<file path="src/rtl/sat_counter.sv">
// rtl/sat_counter.sv - up counter with synchronous clear that holds at all-ones
module sat_counter #(
    parameter int WIDTH = 32
) (
    input  logic             clk_i,
    input  logic             clr_i,
    input  logic             inc_i,
    output logic [WIDTH-1:0] count_o
);

    logic [WIDTH-1:0] count_q;
    logic [WIDTH-1:0] count_d;

    always_comb begin
        count_d = count_q;
        if (clr_i) begin
            count_d = '0;
        end else if (inc_i && (count_q != '1)) begin
            count_d = count_q + 1'b1;
        end
    end

    always_ff @(posedge clk_i) begin
        count_q <= count_d;
    end

    assign count_o = count_q;

endmodule

</file>
<file path="config.mk">
export PLATFORM = sky130hd
export DESIGN_NAME = sat_counter
export DESIGN_NICKNAME = d
export VERILOG_FILES = /design/src/rtl/sat_counter.sv
export SDC_FILE = /design/constraint.sdc
export NUM_CORES = 1
export LEC_CHECK = 0
export BUFFER_PORTS_ARGS = -buffer_cell sky130_fd_sc_hd__clkbuf_2
export CAP_MARGIN = 5
export CORE_UTILIZATION = 48
export DETAILED_ROUTE_END_ITERATION = 12
export PLACE_DENSITY = 0.71
export SETUP_SLACK_MARGIN = 0.15
export SLEW_MARGIN = 10
export SYNTH_ARGS = -nofsm -noshare
export SYNTH_HDL_FRONTEND = slang
export SYNTH_SLANG_ARGS = --single-unit
</file>
<file path="constraint.sdc">
create_clock -name clk_i -period 2.23 [get_ports clk_i]
set_clock_uncertainty 0.2 [all_clocks]
set_input_delay 0.669 -clock clk_i [delete_from_list [all_inputs] [get_ports clk_i]]
set_output_delay 0.669 -clock clk_i [all_outputs]
set_load 0.01 [all_outputs]
</file>
==> results.json <==
{
  "yosys_register_bits": 32,
  "netlist.area_leader.share": 0.383,
  "synthTopCellsByCount": "32 x dfxtp_1, 22 x a21oi_1, 14 x nor2_1",
  "wl_met3_um": 316,
  "yosys_warnings": 0,
  "die_w_um": 61.1,
  "clock_latency_ns": 0.35,
  "syn2layout_area_growth_pct": 50.7,
  "rows": 21,
  "clk_pin_slew_ns": 0.10,
  "post-dp-hpwl_um": 3490,
  "hold_viol_final": 0,
  "globalRouteTotalUtil": 0.285,
  "grt_max_degree": 22,
  "synth.area.top_cells": "dfxtp_1 38%, a21oi_1 6.6%, o31ai_1 5.4%",
  "syn_nets": 203,
  "p_clk_frac": 0.347,
  "cts_made_buffers": 5,
  "leakagePower_nw": 1.01,
  "crit_chain": "buf_6, nand4_1, buf_6, nor4_4, buf_4, nand3_1, or4_1, a21oi_1",
  "initial_utilization": 0.502,
  "met2WireLength_um": 2770,
  "final_cell_count_no_fill": 335,
  "dr.max_layer_used": "met4",
  "worstPathRequired_ns": 2.31,
  "cts_buffer_depth": 2,
  "criticalPathCategory": "reg -> reg",
  "firstDrtPassIters": 5,
  "antennaDiodeCount": 0,
  "drt-total-wl_um": 5370,
  "clockRootBuffer": "clkbuf_4",
  "cp.arrival_ns": 2.25,
  "fin_nets": 292,
  "synth_edf_count": 0,
  "drc": 0,
  "vdd_ir_drop_max_v": 0.000277,
  "ys_seq_area_frac": 0.383,
  "core_mm2": 0.00334,
  "crit_slowest_cell": "or4_1",
  "grt_pass1_wl_um": 7840,
  "via_per_inst": 5.99,
  "p_comb_frac": 0.052,
  "status": "completed",
  "max_freq_mhz": 460,
  "end_kind": "flip-flop",
  "powerDensity_mw_per_mm2": 379,
  "hold_depth": 2,
  "cap_violations": 0,
  "postRouteAntennaNets": 0,
  "min_period_ns": 2.17,
  "gp_congestion": 0.846,
  "async_flop_share": 0,
  "syn_avg_cell_area_um2": 8.41,
  "hold_path.class": "reg -> reg",
  "syn_area_mm2": 0.00167,
  "io_pins": 35,
  "synth_cells": 199,
  "relSlewSlack": 0.683,
  "die_h_um": 61.1,
  "largest_reg_flops": 32,
  "setup_viol": 0,
  "power.share.sequential": 0.600,
  "cts_tree": "done",
  "rsz0062_at_grt": "true",
  "num_vias": 2005,
  "m1WireLength_um": 2200,
  "hold_slack_ns": 0.330,
  "tightestPinTransition_ns": 0.471,
  "switching_share": 0.250,
  "crit_fanout": 5,
  "drtIter0Drc": 161,
  "overflow": 0,
  "yosys.area.top_type": "dfxtp_1",
  "ys_types": 39,
  "finalCritPeriodShare": 0.975,
  "critPathMaxStageDelay_ns": 0.42,
  "postCtsHoldBufs": 0,
  "p_int_mw": 0.717,
  "io_buffers": 34,
  "p_total_mw": 0.956,
  "synthMostInstantiatedCell": "dfxtp_1",
  "dp_cells": 313,
  "synth_ff_type": "dfxtp_1",
  "critPathLaunchType": "flip-flop",
  "die_area_mm2": 0.00373,
  "layout-drive-gt1-share": 0.502,
  "wl_per_cell_um": 16.0,
  "antenna_found_initial": 0,
  "numClockSinks": 32,
  "grt_pass1_vias": 1825,
  "h-tree-depth": 2,
  "finalMaxSlewViolations": 0,
  "ff2ff_path_depth": 8,
  "p_switching_mw": 0.239,
  "cpMostUsedCell": "buf_6"
}
-- path summary, 6_finish.rpt --
check             startpoint          end  slack, ns
setup / recovery  count_o[0]  count_o[25]       0.06
hold / removal    count_o[5]   count_o[5]       0.33
setup reg to reg  count_o[0]  count_o[25]       0.06
hold reg to reg   count_o[5]   count_o[5]       0.33
-- final cells by class --
| cell class | count | area, um2 |
|---|---|---|
| inverter | 2 | 7.51 |
| tap | 46 | 57.6 |
| fill | 250 | 813 |
| timing repair buffer | 93 | 637 |
| sequential | 32 | 674 |
| clock buffer | 7 | 45.0 |
| multi-input combinational | 154 | 1100 |
| clock inverter | 1 | 5.00 |
-- repair_timing --
item,CTS,global route
buffers inserted,6,7
resized for setup,7,30
cloned,0,1
setup endpoints to repair,17,23
pin swaps,1,12
-- cell families (layout without fill, tap and decap cells) --
family                     Yosys count  after routing  share of synthesized area
and+or+nand+nor                     94             94                      0.334
AOI/OAI and AO/OA                   49             49                      0.188
DFF                                 32             32                      0.383
buffers and inverters               13            103                     0.0314
xor gates and xnor gates             7              7                     0.0366
muxes                                3              3                     0.0194
adders and majority gates            1              1                    0.00747
-- placed cells by master (no fill, tap or decap), types with 4 or more instances in the layout --
cell type | Yosys | layout
nand4_1 | 10 | 10
nand3_1 | 13 | 11
buf_6 | 0 | 7
xnor2_1 | 6 | 6
clkbuf_4 | 0 | 5
or3_1 | 10 | 9
nand2_1 | 10 | 9
dfxtp_1 | 32 | 13
a21oi_1 | 22 | 20
dfxtp_2 | 0 | 15
buf_4 | 0 | 51
dfxtp_4 | 0 | 4
clkbuf_2 | 0 | 34
nor2_1 | 14 | 14
o21ai_0 | 8 | 6
or4_1 | 12 | 10
o31ai_1 | 12 | 10
-- routing by layer --
metal	up-vias	GRT usage
li1	938	-
met4	0	0.130
met1	958	0.323
met3	13	0.0714
met2	96	0.502
met5	-	0
-- stage by stage --
stage	setup TNS, ns	area, um2	worst slack, ns	utilization
global route	0	2520	0.00599	0.756
CTS	0	2370	0.0917	0.711
floorplan	0	1750	0.0145	-
finish	0	2520	0.0560	0.756
global placement	-0.124	2260	-0.0781	0.676
detailed placement	-0.729	2260	-0.150	0.676
-- worst max-delay path: cells and delay by family, from the launching register on --
family / cells / cell delay (ns)
simple gates: 4 / 0.98
buf+inv: 3 / 0.44
flops: 1 / 0.35
compound gates: 1 / 0.14
-- power by group through the flow --
stage | sequential (mW) | combinational, mW | clock, mW
floorplan | 0.592 | 0.0200 | 0
global placement | 0.588 | 0.0425 | 0
detailed placement | 0.588 | 0.0447 | 0
CTS | 0.575 | 0.0448 | 0.330
global route | 0.575 | 0.0555 | 0.363
finish | 0.574 | 0.0502 | 0.332
No activity file was read; power rests on OpenSTA's default activity.
